## src/rtl/rst_cipher_pkg.sv

```systemverilog
// Shared constants and helpers for the RST cipher blocks: character codes,
// key/table geometry, header index maps and the fixed interior alphabet.
package rst_cipher_pkg;

  localparam int KEY_LEN   = 12;
  localparam int TABLE_DIM = 7;
  localparam int HDR_LEN   = TABLE_DIM - 1;
  localparam int ALPHA_LEN = 26;

  localparam logic [7:0] NUL_CHAR         = 8'h00;
  localparam logic [7:0] UPPERCASE_A_CHAR = 8'h41;
  localparam logic [7:0] UPPERCASE_Z_CHAR = 8'h5A;
  localparam logic [7:0] LOWERCASE_A_CHAR = 8'h61;
  localparam logic [7:0] LOWERCASE_Z_CHAR = 8'h7A;
  localparam logic [7:0] DIGIT_0_CHAR     = 8'h30;
  localparam logic [7:0] DIGIT_9_CHAR     = 8'h39;

  // Key character feeding header row/column position 1..6 (index 0 = position 1).
  localparam int unsigned ROW_KEY_IDX [HDR_LEN] = '{0, 10, 2, 8, 4, 6};
  localparam int unsigned COL_KEY_IDX [HDR_LEN] = '{1, 11, 3, 9, 5, 7};

  typedef struct packed {
    logic repeated;
    logic invalid;
  } key_err_t;

  function automatic logic is_key_char(input logic [7:0] ch);
    return ((ch >= UPPERCASE_A_CHAR) && (ch <= UPPERCASE_Z_CHAR)) ||
           ((ch >= LOWERCASE_A_CHAR) && (ch <= LOWERCASE_Z_CHAR)) ||
           ((ch >= DIGIT_0_CHAR)     && (ch <= DIGIT_9_CHAR));
  endfunction

  function automatic logic [7:0] key_byte(input logic [8*KEY_LEN-1:0] key,
                                          input int unsigned idx);
    return key[8*idx +: 8];
  endfunction

  // Interior cell at row-major position 0..35: 'a'..'z' then '0'..'9'.
  function automatic logic [7:0] interior_char(input int unsigned pos);
    if (pos < ALPHA_LEN) return LOWERCASE_A_CHAR + 8'(pos);
    else                 return DIGIT_0_CHAR + 8'(pos - ALPHA_LEN);
  endfunction

endpackage

```

## src/rtl/key_char_check.sv

```systemverilog
// Combinational key validation: flags any non-alphanumeric character and any
// exact (case-sensitive) duplicate among the twelve key characters.
module key_char_check
  import rst_cipher_pkg::*;
(
  input  logic [8*KEY_LEN-1:0] i_key_char,
  output logic                 o_err_repeated,
  output logic                 o_err_invalid
);

  logic [KEY_LEN-1:0] w_char_bad;
  logic [KEY_LEN-1:0] w_char_dup;

  always_comb begin
    // NOTE: every output of a combinational block gets a default first, so
    // no path leaves a value unassigned and no latch is inferred.
    w_char_bad = '0;
    w_char_dup = '0;
    for (int i = 0; i < KEY_LEN; i++) begin
      w_char_bad[i] = !is_key_char(key_byte(i_key_char, i));
      for (int j = i + 1; j < KEY_LEN; j++) begin
        if (key_byte(i_key_char, i) == key_byte(i_key_char, j)) w_char_dup[i] = 1'b1;
      end
    end
  end

  assign o_err_invalid  = |w_char_bad;
  assign o_err_repeated = |w_char_dup;

endmodule

```

## src/rtl/init_table.sv

```systemverilog
// Builds the registered 7x7 RST substitution table from a 12-character key;
// any key error blanks the whole table to NUL while the flags report why.
module init_table
  import rst_cipher_pkg::*;
(
  input  logic                                     clk,
  input  logic                                     rst_n,
  input  logic [8*KEY_LEN-1:0]                     key_char,
  output logic [TABLE_DIM-1:0][TABLE_DIM-1:0][7:0] sub_char,
  output logic                                     err_repeated_char,
  output logic                                     err_invalid_key_char
);

  key_err_t                                w_err;
  logic                                    w_key_ok;
  logic [TABLE_DIM-1:0][TABLE_DIM-1:0][7:0] w_table;

  logic [TABLE_DIM-1:0][TABLE_DIM-1:0][7:0] r_sub_char;
  key_err_t                                r_err;

  key_char_check u_key_char_check (
    .i_key_char     (key_char),
    .o_err_repeated (w_err.repeated),
    .o_err_invalid  (w_err.invalid)
  );

  assign w_key_ok = !(w_err.repeated || w_err.invalid);

  // Corner stays NUL; headers come from the key, interior is the fixed alphabet.
  always_comb begin
    w_table = '0;
    if (w_key_ok) begin
      w_table[0][0] = NUL_CHAR;
      for (int r = 1; r < TABLE_DIM; r++) begin
        w_table[r][0] = key_byte(key_char, ROW_KEY_IDX[r-1]);
      end
      for (int c = 1; c < TABLE_DIM; c++) begin
        w_table[0][c] = key_byte(key_char, COL_KEY_IDX[c-1]);
      end
      for (int r = 1; r < TABLE_DIM; r++) begin
        for (int c = 1; c < TABLE_DIM; c++) begin
          w_table[r][c] = interior_char(unsigned'((r - 1) * HDR_LEN + (c - 1)));
        end
      end
    end
  end

  // rst_n is active-high here despite its name.
  always_ff @(posedge clk or posedge rst_n) begin
    if (rst_n) begin
      // NOTE: this is a flop bank feeding outputs directly, not a RAM, so
      // every entry is reset; a true memory array would be left unreset.
      r_sub_char <= '0;
      r_err      <= '0;
    end else begin
      // NOTE: sequential state uses non-blocking assignments so all flops
      // update together from pre-edge values, whatever the statement order.
      r_sub_char <= w_table;
      r_err      <= w_err;
    end
  end

  assign sub_char             = r_sub_char;
  assign err_repeated_char    = r_err.repeated;
  assign err_invalid_key_char = r_err.invalid;

endmodule

```

## config.mk

```make
export PLATFORM = sky130hd
export DESIGN_NAME = init_table
export DESIGN_NICKNAME = d
export VERILOG_FILES = /design/src/rtl/rst_cipher_pkg.sv /design/src/rtl/key_char_check.sv /design/src/rtl/init_table.sv
export SDC_FILE = /design/constraint.sdc
export NUM_CORES = 1
export LEC_CHECK = 0
export ABC_AREA = 1
export BUFFER_PORTS_ARGS = -buffer_cell sky130_fd_sc_hd__buf_2
export CORE_MARGIN = 2
export CORE_UTILIZATION = 35
export CTS_CLUSTER_DIAMETER = 50
export CTS_CLUSTER_SIZE = 20
export DETAILED_ROUTE_END_ITERATION = 12
export GPL_TIMING_DRIVEN = 1
export PLACE_DENSITY = 0.57
export SYNTH_ARGS = -nofsm -noshare
export SYNTH_HDL_FRONTEND = slang
export SYNTH_SLANG_ARGS = --single-unit
```

## constraint.sdc

```tcl
create_clock -name clk -period 4.3 [get_ports clk]
set_input_delay 0.645 -clock clk [delete_from_list [all_inputs] [get_ports clk]]
set_output_delay 0.645 -clock clk [all_outputs]
set_load 0.05 [all_outputs]
```

==> out/metrics.cfg <==
[flow_run]
drv_cap = 0

[clock_network]
clockBufferDepth = 2
cts.sinks = 99
cts_buffers = 9
h-tree-depth = 3
cts-root-buf = clkbuf_16
cts.repair.resized = 0
cts_setup_buffers = 0
clkSlewWorstSetupHoldPaths_ns = 0.08
cts_tree = yes
hold_buffers = 0

[logic_synthesis]
avgSynthCellArea_um2 = 6.94
seq_area_frac_synth_pct = 18.0
ys_seq_elements = 99
yosysWarnings = 0
yosysUniqueCellTypes = 28
synth_ff_type = dfrtp_1
async_flop_share_pct = 100
synth_edf_count = 0
netlist_instances = 1979
synthesis.area_mm2 = 0.0137

[routing]
viasPerCell = 4.92
wirelength_mm = 65.0
firstDrtPassIters = 6
wl_per_cell_um = 24.9
drt_iter0_drc = 1378
antenna_left = 0
routed-via-count = 12800
route.detailed.drc = 0

[sta]
setup_tns_ns = 0
period_minus_slack_ns = 3.08
rsz0062_at_grt = false
slew_headroom_pct = 28.2
worst_pin_slew_ns = 1.08
maxSlewViolCount = 0
hold_viol_final = 0
setup_violations = 0
fin_crit_sh_pct = 71.6
max_freq_ghz = 0.325
finalWorstSetupSlack_ns = 1.22

[cells_and_area]
antenna_cells = 0
design_area_mm2 = 0.0139
final_cell_mix = nand2_1 (530), buf_2 (342), xnor2_1 (237)
final_common_cell = nand2_1
area_growth_pct = 1.36
drive_gt1_share_pct = 21.3
nNetsFinal = 2181
n_fill_cell = 4205

[placed_design]
placed_cell_area_mm2 = 0.0136
dp_slack_ns = 0.931
hpwl_mm = 50.4
gp_congestion = 1.05
port_buffers = 342

[die]
initial_core_util_pct = 35.5
dieArea_mm2 = 0.0408
die_x_um = 202
row_count = 72
core_mm2 = 0.0386
io_pins = 492
die_y_um = 202

[grt]
grt_overflow = 0
antenna_found_initial = 0
met2_usage_pct = 49.3
grt_max_degree = 109
met1_usage_pct = 42.0
grt_use_met3_pct = 5.05
grt_pass1_vias = 11400
grt-busiest-layer = met2
grt_pass1_wl_mm = 90.0
track_usage_pct = 31.2

[min_path]
hp-class = input pin to asynchronous set/reset pin

[critical_path]
cp-end-kind = flop
cp-endpoint = sub_char[20]
cp-start-kind = input pin
worstPathArrival_ns = 3.38
cp-startpoint = key_char[20]
required_ns = 4.61
path_class = input pin to flop
cp_max_fo = 50

[pwr]
ir_worst_vdd_uv = 160
power.density_mw_per_mm2 = 240
p_leak_nw = 7.34

[status]
status = complete, no violations

final cells by class:
type / count / area (µm²) / area share, %
Multi-Input combinational cell: 1528 / 8310 / 59.7
Timing Repair Buffer: 354 / 1830 / 13.1
Clock buffer: 9 / 225 / 1.62
Tap cell: 518 / 648 / 4.66
Clock inverter: 7 / 86.3 / 0.620
Sequential cell: 99 / 2480 / 17.8
Inverter: 91 / 344 / 2.47
critical path, cell delays in order:
cell     delay, ns
buf_2         0.37
inv_1         0.37
o21ai_0       0.24
nand2_1       0.08
nor2_1        0.14
nand4_1       0.09
nor3_1        0.40
nand2_1       0.10
nor2_1        0.27
nand3_4       0.14
buf_12        0.24
nor2_1        0.20
Yosys cell counts, types with 6 or more instances:
cell       n  area, µm²
nand2_1  530       1990
buf_4    363       2730
xnor2_1  237       2080
nor2_1   219        822
xor2_1   122       1070
dfrtp_1   99       2480
nand4_1   88        551
inv_1     73        274
nor2_4    49        552
a21oi_1   40        200
nor3_1    32        160
buf_2     26        130
buf_6     24        270
inv_2     18       67.6
o21ai_0   16       80.1
nand3_1   15       75.1
o21ai_1    6       30.0
routing by layer:
layer | part of all wire, % | up-vias
li1 | - | 5793
met4 | 4.3 | 0
met5 | 0 | -
met2 | 45 | 881
met3 | 8.9 | 107
met1 | 42 | 6043
sequential cells by signal (all words and copies together) (netlist names):
signal,count
err_invalid_key_char,1
sub_char,97
err_repeated_char,1
worst min path at each step:
stage	startpoint	to	slack, ns
final	rst_n	sub_char[15]	0.42
after global routing	rst_n	sub_char[15]	0.50
after CTS	rst_n	sub_char[15]	0.44
after detailed placement	rst_n	sub_char[15]	0.87
after global placement	rst_n	sub_char[15]	0.86
after floorplan	key_char[94]	sub_char[22]	0.81
per-stage QoR:
stage / utilization (%) / hold slack, ns / total power, mW / std cells
3_5_place_dp: 35.2 / 0.875 / 2.45 / 2590
6_report: 36.0 / 0.416 / 3.33 / 2606
4_1_cts: 36.0 / 0.436 / 3.34 / 2606
2_1_floorplan: - / 0.808 / 2.15 / 2139
5_1_grt: 36.0 / 0.503 / 3.46 / 2606
3_3_place_gp: 35.2 / 0.858 / 2.46 / 2590
report_power, final:
part,leakage [nW],internal (mW),switching (mW)
clock network,0.151,0.419,0.446
registers,1.35,0.939,0.00209
logic,5.84,0.349,1.18
logic make-up after synthesis:
| group | share of synthesized area, % |
|---|---|
| AO/OA/AOI/OAI | 2.55 |
| flip-flops | 18.0 |
| buffers and inverters | 25.9 |
| XOR/XNOR | 22.9 |
| AND/OR/NAND/NOR | 30.6 |
| other | 0.0273 |
Note: power is estimated with default switching activity, not from simulation.
